### src/rtl/cpu_alu_seq.sv
// Sequential execute-stage ALU: RV base integer ops plus iterative M-extension.
// Latency: base ops 1 cycle, M ops WIDTH+1 cycles, accept edge to o_valid. One op in flight.
// Backpressure: the result is held in DONE until i_ready; no request is accepted until IDLE.
//
// Optional divider: define CPU_ALU_DIV_EN to build DIV/DIVU/REM/REMU. Without it those
// codes behave as invalid ops and return 0 after 1 cycle.
//
// Ports:
//   i_clk, i_rst         clock (rising edge), asynchronous active-high reset
//   i_valid / o_ready    request handshake; o_ready is high only in IDLE
//   i_op, i_m            opcode; i_m selects the M-extension group via i_op[2:0]
//   i_a, i_b             operands rs1 / rs2, captured at accept
//   o_valid / i_ready    result handshake; o_y is stable while o_valid is high
//   o_y                  result
module cpu_alu_seq #(
    parameter int WIDTH = 32
) (
    input  logic             i_clk,
    input  logic             i_rst,
    input  logic             i_valid,
    output logic             o_ready,
    input  logic [3:0]       i_op,
    input  logic             i_m,
    input  logic [WIDTH-1:0] i_a,
    input  logic [WIDTH-1:0] i_b,
    output logic             o_valid,
    input  logic             i_ready,
    output logic [WIDTH-1:0] o_y
);

    localparam int SW = $clog2(WIDTH);
    localparam logic [SW-1:0] LAST = SW'(WIDTH - 1);

    typedef enum logic [1:0] {
        S_IDLE = 2'd0,
        S_MUL  = 2'd1,
`ifdef CPU_ALU_DIV_EN
        S_DIV  = 2'd2,
`endif
        S_DONE = 2'd3
    } state_t;

    state_t state, state_nxt;
    logic   accept;

    // Iteration registers. The multiplier and divider share them:
    //   MUL: acc_hi = partial product high half, acc_lo = multiplier / product low half,
    //        opnd = multiplicand magnitude.
    //   DIV: acc_hi = partial remainder, acc_lo = dividend shifting out / quotient shifting in,
    //        opnd = divisor magnitude.
    logic [SW-1:0]    cnt;
    logic [1:0]       sel_lo;
    logic [WIDTH-1:0] acc_hi;
    logic [WIDTH-1:0] acc_lo;
    logic [WIDTH-1:0] opnd;
    logic             neg_q;
`ifdef CPU_ALU_DIV_EN
    logic             neg_r;
`endif

    // ------------------------------------------------------------------
    // Base (single-cycle) result, computed straight from the inputs
    // ------------------------------------------------------------------
    logic [WIDTH-1:0] base_y;
    logic [SW-1:0]    shamt;

    always_comb begin
        base_y = '0;
        shamt  = i_b[SW-1:0];
        case (i_op)
            4'b0000: base_y = i_a + i_b;
            4'b1000: base_y = i_a - i_b;
            4'b0001: base_y = i_a << shamt;
            4'b0101: base_y = i_a >> shamt;
            4'b1101: base_y = $unsigned($signed(i_a) >>> shamt);
            4'b0010: base_y = {{(WIDTH-1){1'b0}}, ($signed(i_a) < $signed(i_b))};
            4'b0011: base_y = {{(WIDTH-1){1'b0}}, (i_a < i_b)};
            4'b0100: base_y = i_a ^ i_b;
            4'b0110: base_y = i_a | i_b;
            4'b0111: base_y = i_a & i_b;
            default: base_y = '0;
        endcase
    end

    // ------------------------------------------------------------------
    // Operand conditioning: which operands are signed for this M op, and
    // their magnitudes. The iterative engines only ever see magnitudes.
    // ------------------------------------------------------------------
    logic             a_sgn;
    logic             b_sgn;
    logic             a_neg;
    logic             b_neg;
    logic [WIDTH-1:0] a_mag;
    logic [WIDTH-1:0] b_mag;

    always_comb begin
        a_sgn = 1'b0;
        b_sgn = 1'b0;
        if (!i_op[2]) begin
            // MUL is sign-agnostic in its low half; MULH both signed; MULHSU only A.
            a_sgn = (i_op[1:0] == 2'b01) || (i_op[1:0] == 2'b10);
            b_sgn = (i_op[1:0] == 2'b01);
        end else begin
            // DIV / REM signed, DIVU / REMU unsigned.
            a_sgn = !i_op[0];
            b_sgn = !i_op[0];
        end
        a_neg = a_sgn && i_a[WIDTH-1];
        b_neg = b_sgn && i_b[WIDTH-1];
        a_mag = a_neg ? (~i_a + WIDTH'(1)) : i_a;
        b_mag = b_neg ? (~i_b + WIDTH'(1)) : i_b;
    end

    // ------------------------------------------------------------------
    // Multiplier step (shift-add, LSB first) and final sign fix
    // ------------------------------------------------------------------
    logic [WIDTH:0]     mul_sum;
    logic [WIDTH-1:0]   mul_hi_n;
    logic [WIDTH-1:0]   mul_lo_n;
    logic [2*WIDTH-1:0] prod;
    logic [2*WIDTH-1:0] prod_fix;
    logic [WIDTH-1:0]   mul_y;

    always_comb begin
        mul_sum  = {1'b0, acc_hi} + (acc_lo[0] ? {1'b0, opnd} : {(WIDTH+1){1'b0}});
        mul_hi_n = mul_sum[WIDTH:1];
        mul_lo_n = {mul_sum[0], acc_lo[WIDTH-1:1]};
        prod     = {mul_hi_n, mul_lo_n};
        // Sign applied to the full double-width product so the high half is exact.
        prod_fix = neg_q ? (~prod + (2*WIDTH)'(1)) : prod;
        mul_y    = (sel_lo == 2'b00) ? prod_fix[WIDTH-1:0] : prod_fix[2*WIDTH-1:WIDTH];
    end

`ifdef CPU_ALU_DIV_EN
    // ------------------------------------------------------------------
    // Divider step (restoring, MSB first) and final sign fix.
    // A zero divisor never borrows, so the quotient fills with ones and the
    // remainder ends up equal to the dividend magnitude with no special case;
    // neg_q is forced low at accept for that case so DIV keeps all ones.
    // ------------------------------------------------------------------
    logic [WIDTH:0]   div_sh;
    logic [WIDTH:0]   div_diff;
    logic [WIDTH-1:0] rem_n;
    logic [WIDTH-1:0] quo_n;
    logic [WIDTH-1:0] quo_fix;
    logic [WIDTH-1:0] rem_fix;
    logic [WIDTH-1:0] div_y;

    always_comb begin
        div_sh   = {acc_hi, acc_lo[WIDTH-1]};
        div_diff = div_sh - {1'b0, opnd};
        if (!div_diff[WIDTH]) begin
            rem_n = div_diff[WIDTH-1:0];
            quo_n = {acc_lo[WIDTH-2:0], 1'b1};
        end else begin
            rem_n = div_sh[WIDTH-1:0];
            quo_n = {acc_lo[WIDTH-2:0], 1'b0};
        end
        quo_fix = neg_q ? (~quo_n + WIDTH'(1)) : quo_n;
        rem_fix = neg_r ? (~rem_n + WIDTH'(1)) : rem_n;
        div_y   = sel_lo[1] ? rem_fix : quo_fix;
    end
`endif

    // ------------------------------------------------------------------
    // Control FSM
    // ------------------------------------------------------------------
    always_ff @(posedge i_clk or posedge i_rst) begin
        if (i_rst) begin
            state <= S_IDLE;
        end else begin
            state <= state_nxt;
        end
    end

    always_comb begin
        state_nxt = state;
        accept    = 1'b0;
        o_ready   = 1'b0;
        o_valid   = 1'b0;
        case (state)
            S_IDLE: begin
                o_ready = 1'b1;
                accept  = i_valid;
                if (i_valid) begin
                    if (i_m && !i_op[2]) begin
                        state_nxt = S_MUL;
                    end
`ifdef CPU_ALU_DIV_EN
                    else if (i_m) begin
                        state_nxt = S_DIV;
                    end
`endif
                    else begin
                        state_nxt = S_DONE;
                    end
                end
            end
            S_MUL: begin
                if (cnt == LAST) begin
                    state_nxt = S_DONE;
                end
            end
`ifdef CPU_ALU_DIV_EN
            S_DIV: begin
                if (cnt == LAST) begin
                    state_nxt = S_DONE;
                end
            end
`endif
            S_DONE: begin
                o_valid = 1'b1;
                if (i_ready) begin
                    state_nxt = S_IDLE;
                end
            end
            default: state_nxt = S_IDLE;
        endcase
    end

    // ------------------------------------------------------------------
    // Datapath registers
    // ------------------------------------------------------------------
    always_ff @(posedge i_clk or posedge i_rst) begin
        if (i_rst) begin
            cnt    <= '0;
            sel_lo <= '0;
            acc_hi <= '0;
            acc_lo <= '0;
            opnd   <= '0;
            neg_q  <= 1'b0;
`ifdef CPU_ALU_DIV_EN
            neg_r  <= 1'b0;
`endif
            o_y    <= '0;
        end else if (accept) begin
            cnt    <= '0;
            sel_lo <= i_op[1:0];
            if (!i_m) begin
                o_y <= base_y;
            end else if (!i_op[2]) begin
                acc_hi <= '0;
                acc_lo <= b_mag;
                opnd   <= a_mag;
                neg_q  <= a_neg ^ b_neg;
            end else begin
`ifdef CPU_ALU_DIV_EN
                acc_hi <= '0;
                acc_lo <= a_mag;
                opnd   <= b_mag;
                neg_q  <= (a_neg ^ b_neg) && (i_b != '0);
                neg_r  <= a_neg;
`else
                o_y    <= '0;
`endif
            end
        end else if (state == S_MUL) begin
            cnt    <= cnt + SW'(1);
            acc_hi <= mul_hi_n;
            acc_lo <= mul_lo_n;
            if (cnt == LAST) begin
                o_y <= mul_y;
            end
        end
`ifdef CPU_ALU_DIV_EN
        else if (state == S_DIV) begin
            cnt    <= cnt + SW'(1);
            acc_hi <= rem_n;
            acc_lo <= quo_n;
            if (cnt == LAST) begin
                o_y <= div_y;
            end
        end
`endif
    end

endmodule

### config.mk
export PLATFORM = sky130hd
export DESIGN_NAME = cpu_alu_seq
export DESIGN_NICKNAME = d
export VERILOG_FILES = /design/src/rtl/cpu_alu_seq.sv
export SDC_FILE = /design/constraint.sdc
export NUM_CORES = 1
export LEC_CHECK = 0
export BUFFER_PORTS_ARGS = -buffer_cell sky130_fd_sc_hd__buf_2
export CAP_MARGIN = 20
export CORE_ASPECT_RATIO = 1.2
export CORE_MARGIN = 4
export CORE_UTILIZATION = 36
export DETAILED_ROUTE_END_ITERATION = 12
export MAX_ROUTING_LAYER = met4
export PLACE_DENSITY = 0.51
export SLEW_MARGIN = 30
export SYNTH_ARGS = -nofsm -noshare
export SYNTH_HDL_FRONTEND = slang
export SYNTH_SLANG_ARGS = --single-unit
### constraint.sdc
create_clock -name i_clk -period 11.8 [get_ports i_clk]
set_input_delay 2.36 -clock i_clk [delete_from_list [all_inputs] [get_ports i_clk]]
set_output_delay 2.36 -clock i_clk [all_outputs]
set_load 0.02 [all_outputs]
* After elaboration in Yosys (flattened, before gate mapping)
Cells that the tools add are included.
** Storage, ports and cells
- Register bits after elaboration :: 138
- Output and inout port bits :: 34
- Word-level logic and storage cells :: 94
** Operators by class
- Add/sub/neg operators :: 7
- $lt $le $gt $ge :: 2
- Eq/ne operators :: 20
- Shift operators :: 3
- Muxes and demuxes :: 31
- Bitwise logic cells :: 8
- Reductions and logical operators :: 15
** Operator list (count)
- 32-bit 2-to-1 mux :: 17
- 32-bit one-hot mux with 10 select lines :: 1
- 32-bit by 1-bit adder with 32-bit output (second input constant) :: 2
- 64-bit by 1-bit adder with 64-bit output (second input constant) :: 1
- 32-bit < comparator :: 2
- 64-bit 2-to-1 mux :: 1
- 32-bit inverter :: 2
- 64-bit inverter :: 1
- 32-bit by 32-bit adder with 33-bit output :: 1
- 32-bit adder :: 1
- 32-bit AND :: 1
- 32-bit bitwise OR :: 1
- 32-bit by 5-bit left shift with 32-bit output :: 1
- 32-bit by 5-bit right shift with 32-bit output :: 1
- 32-bit by 5-bit >>> shifter with 32-bit output :: 1
- 32-bit subtractor :: 1
- 32-bit bitwise XOR :: 1
- 4-bit by 3-bit equality test with 1-bit output (second input constant) :: 4
- 3-bit AND reduction :: 4
- 5-bit 2-to-1 mux :: 2
- 2-bit != test (second input constant) :: 5
- 4-bit by 2-bit equality test with 1-bit output (second input constant) :: 2
- 4-bit equality test (second input constant) :: 2
- 2-bit 2-to-1 mux :: 4
- other kinds (16) :: 27

* Depth between registers and ports, before layout
- Word-level depth :: 9
- Depth in mapped cells :: 17
- Mapped depth without buffers :: 15

* Worst setup path after synthesis
No wires, ideal clock.
- Path kind :: input-to-reg
- Start :: in i_b[2]
- End :: reg o_y[0]
- Setup time :: 0.066 ns
- Arrival :: 6.427 ns
- Data required time :: 11.734 ns
- Setup slack :: 5.307 ns
- Cell stages on the path :: 17
- Path buffers :: 4
- Path through :: inv_2 buf_1 clkbuf_1 buf_1 ha_1 clkbuf_1 nor2b_1 o21ai_0 a31oi_1 o41ai_1 o31ai_1 a21oi_1 o211a_1 o22ai_1 or4_1 a21oi_1 o32a_1
** Between the ends
- Word-level cells in the longest chain between the ends :: 4
** Ends and longest elaborated chain
- from (decl) :: RTL line 25 : input logic [WIDTH-1:0] i_b,
- 32-bit < comparator (tied with other cells) :: RTL line 77 : 4'b0011: base_y = {{(WIDTH-1){1'b0}}, (i_a < i_b)};
- 32-bit one-hot mux with 10 select lines * :: RTL line 70 : case (i_op)
- 32-bit 2-to-1 mux * :: RTL line 239 : if (!i_m) begin
- 32-bit 2-to-1 mux * :: RTL line 236 : end else if (accept) begin
- to (signal assigned) :: RTL line 240 : o_y <= base_y;
- to (signal assigned) :: RTL line 262 : o_y <= mul_y;
- to (decl) :: RTL line 28 : output logic [WIDTH-1:0] o_y
Every way passes the cells marked *; elsewhere a longest branch is shown, timed or not.
A chain may end at the register's enable or synchronous reset.

* Final worst setup path
- Start :: in i_b[2]
- End :: reg o_y[29]
** Between the ends
- Word-level cells in the longest chain between the ends :: 4
** Ends and longest elaborated chain
- 32-bit subtractor (tied with other cells) :: RTL line 72 : 4'b1000: base_y = i_a - i_b;
- 32-bit one-hot mux with 10 select lines * :: RTL line 70
- 32-bit 2-to-1 mux * :: RTL line 239
- 32-bit 2-to-1 mux * :: RTL line 236
Marked as above.

==> impl_results.md <==
- Most frequent cells in the layout: nand2_1 (299), nor2_1 (287), o21ai_0 (284), a21oi_1 (234), ha_1 (138)
- Yosys cell types: between 90 and 100
- Synth Area in Adders: between 9 and 10%
- Total global routing overflow: 0
- Max incr delay on CP: slightly below 0.8 ns
- DRT Pass-1 Iters: 5
- Slew HR: 32.5%
- Layout cells sized above 1: between 10% and 20%
- Endpoints failing hold: 0
- Worst-Margin Slew: 1.01 ns
- Status: finished clean
- Hold_buf cts: 0
- CTS Buffer Depth: 2
- Post-DR wirelength/cell: about 29 um
- Setup Viol. Count Final: 0
- Compound-Gate Fraction of Synth Area: between 20% and 30%
- Setup WS pre-CTS: about 4.6 ns
- Clock transition at path regs: about 0.070 ns
- Startpoint types: primary input
- Pwr dens: 174 nW/um2
- RSZ-0062 raised after global routing: no
- Layout Area Growth over Synthesis: 7.93%
- Cts bufs inserted: 17
- Core area: around 53000 um2
- Largest net degree at the start of global routing: 92
- Root buf cell: clkbuf_16
- Slowest CP cell: o311ai_0
- Reg area: roughly 3500 um2
- Post-synth EDFFs: 0
- Syn Nets: 2878
- Starting Density: a little over a third
- # H-tree levels: 4
- WP data arrival: roughly 7.2 ns
- Critical-path cell list: buf_2 > buf_4 > inv_2 > buf_4 > ha_1 > nand3_1 > a211oi_1 > o21ai_0 > a31oi_1 > a41oi_1 > nand3_1 > o21ai_0 > o311ai_0 > o211ai_1 > o22a_1
- Post-Syn Instances: 2664
- Final WL: around 96000 um
- Post-Syn Area: a little under 20000 um2
- CTS tree: built
- WS Path Type: in -> reg
- Vias in the first global route: between 20k and 25k
- Synth Register Bits: about 140
- Asr flop ratio synth: between 90% and 100%
- Largest family of logic cells by synthesized area: compound AO/OA/AOI/OAI gates
- Crit. End Element: register
- I/O Buffers: between 100 and 150
- Top Ports: ~110
- Crit path time final: just under 7 ns
- Clock skew: about 0.011 ns
- Synth Area in XOR/XNOR: under 10%
- DRT iter0 DRCs: between 2k and 2.5k
- Commonest non-fill, non-tap cell in the layout: nand2_1
- Post-DRT Antenna Nets: 0
- Antenna violations before repair: 3
- HPWL after DPL: approximately 75000 um
- Leak: 8.69 nW
- Slew Limit Fails: 0
- Clock sink total: around 140
- Setup bufs post-CTS: 0
- Gpl congestion: just over 1
- Hold WC Path Type: reg -> reg
- Avg Synthesized Cell Area: just over 7 um2
- Worst Path Required: 12.14 ns
- Fin Setup TNS: 0 ns
- Final period utilization: about three fifths
- Top FF cell, synth: dfrtp_1
- Die Wd: 219 um
- Vias: between 20k and 25k
- CP Max Fanout: a little under 60
- Mux contribution to synthesized area: a little over 8%
- Simple-Gate Fraction of Synth Area: between 20% and 30%
- Sequential fraction of the synthesis area: between 10% and 20%
- Vias per cell: 6.26
- Standard-cell rows: between 90 and 100
- GRT Total Usage: between 30% and 40%
- Fill cells: ~5.7k
- Die height: roughly 260 um
- Clk_lat worst skew: 0.46 ns
- Final #Nets: 2842
- Min setup slack post-route: between 4 and 5 ns
- Global-route wire length before repair: 139000 um
- Die area: between 50000 and 60000 um2
- Multi-input logic area: 14600 um2
- Max Fclk: approximately 150 MHz
- Cells resized by post-CTS repair: 0
- Layout Utilization: ~40%
- Peak supply drop: roughly 0.16 mV
- # DRC: 0
- Synth warn: 0
- Max_cap viols: 0
==> flip-flops by register name, summed over array words and instances (netlist names) <==
signal,flops
acc_hi,32
acc_lo,32
cnt,5
neg_q,1
o_y,32
opnd,32
sel_lo,2
state,2
==> synth_stat cells (19+ instances only) <==
cell | count | share of area, %
o211ai_1 | 28 | 1.1
xor2_1 | 44 | 2.0
a21o_1 | 26 | 1.0
mux4_2 | 40 | 4.7
inv_1 | 114 | 2.2
o21bai_1 | 23 | 0.90
buf_1 | 32 | 0.62
a21oi_1 | 235 | 6.1
a31oi_1 | 26 | 0.84
nand3_1 | 59 | 1.5
o41ai_1 | 20 | 0.91
and2_1 | 49 | 1.6
ha_1 | 138 | 9.0
nor3_1 | 47 | 1.2
xnor2_1 | 111 | 5.0
or3_1 | 19 | 0.62
nor2_1 | 289 | 5.6
nand4_1 | 28 | 0.91
a221oi_1 | 28 | 1.3
o31ai_1 | 36 | 1.4
mux2i_1 | 53 | 2.8
dfrtp_1 | 138 | 18
nand2_1 | 300 | 5.8
a211oi_1 | 35 | 1.4
clkbuf_1 | 153 | 3.0
o21ai_0 | 284 | 7.4
==> through the flow <==
stage                     hold WS, ns  area [um2]  std cells  total power, mW
after global placement          0.456       20200       3314             3.00
after floorplan                 0.438       19300       2664             2.24
after detailed placement        0.459       20200       3314             3.02
after CTS                       0.474       20800       3346             3.59
final                           0.469       20800       3348             3.61
after global routing            0.500       20800       3348             3.84
==> worst paths after layout <==
kind	slack, ns	from	depth (start not counted)	endpoint
max in group asynchronous	8.60	i_rst	3	opnd[29]
hold reg to reg	0.47	opnd[31]	2	opnd[31]
hold / removal	0.47	opnd[31]	2	opnd[31]
min in group asynchronous	2.03	i_rst	2	acc_lo[22]
setup / recovery	4.92	i_b[2]	15	o_y[29]
setup reg to reg	6.26	acc_lo[0]	13	o_y[31]
==> cell families (layout without fill, tap and decap cells) <==
logic type | Yosys count | in the layout
AO/OA/AOI/OAI | 897 | 897
XOR/XNOR | 155 | 155
adder cells (fa/ha/maj) | 141 | 141
buffers and inverters | 319 | 296
flip-flops | 138 | 138
multiplexers | 105 | 105
other | 0 | 2
AND/OR/NAND/NOR | 909 | 909
==> per-layer routing <==
layer	track usage [%]	up-vias	wire length, um
met5	-	-	0
met4	20.5	0	7380
met3	3.73	181	5590
met2	52.8	943	43800
met1	41.6	10300	39200
li1	-	9578	-
==> worst max-delay path: cells and delay by family <==
family,cells,cell delay [ns]
fa+ha+maj,1,0.54
buf+inv,4,1.02
simple gates,2,0.34
compound gates,8,2.94
==> area by class of cell <==
cell class	instances	area share, %
Clock inverter	14	0.770
Antenna cell	2	0.0240
Inverter	118	2.16
Clock buffer	18	2.11
Tap cell	705	4.24
Sequential cell	138	16.6
Timing Repair Buffer	146	4.00
Multi-Input combinational cell	2207	70.1
==> power breakdown <==
| part | internal, mW | switching, mW |
|---|---|---|
| logic | 0.729 | 1.46 |
| clock network | 0.321 | 0.250 |
| registers | 0.666 | 0.181 |
Power figures use the tool's default switching activity.
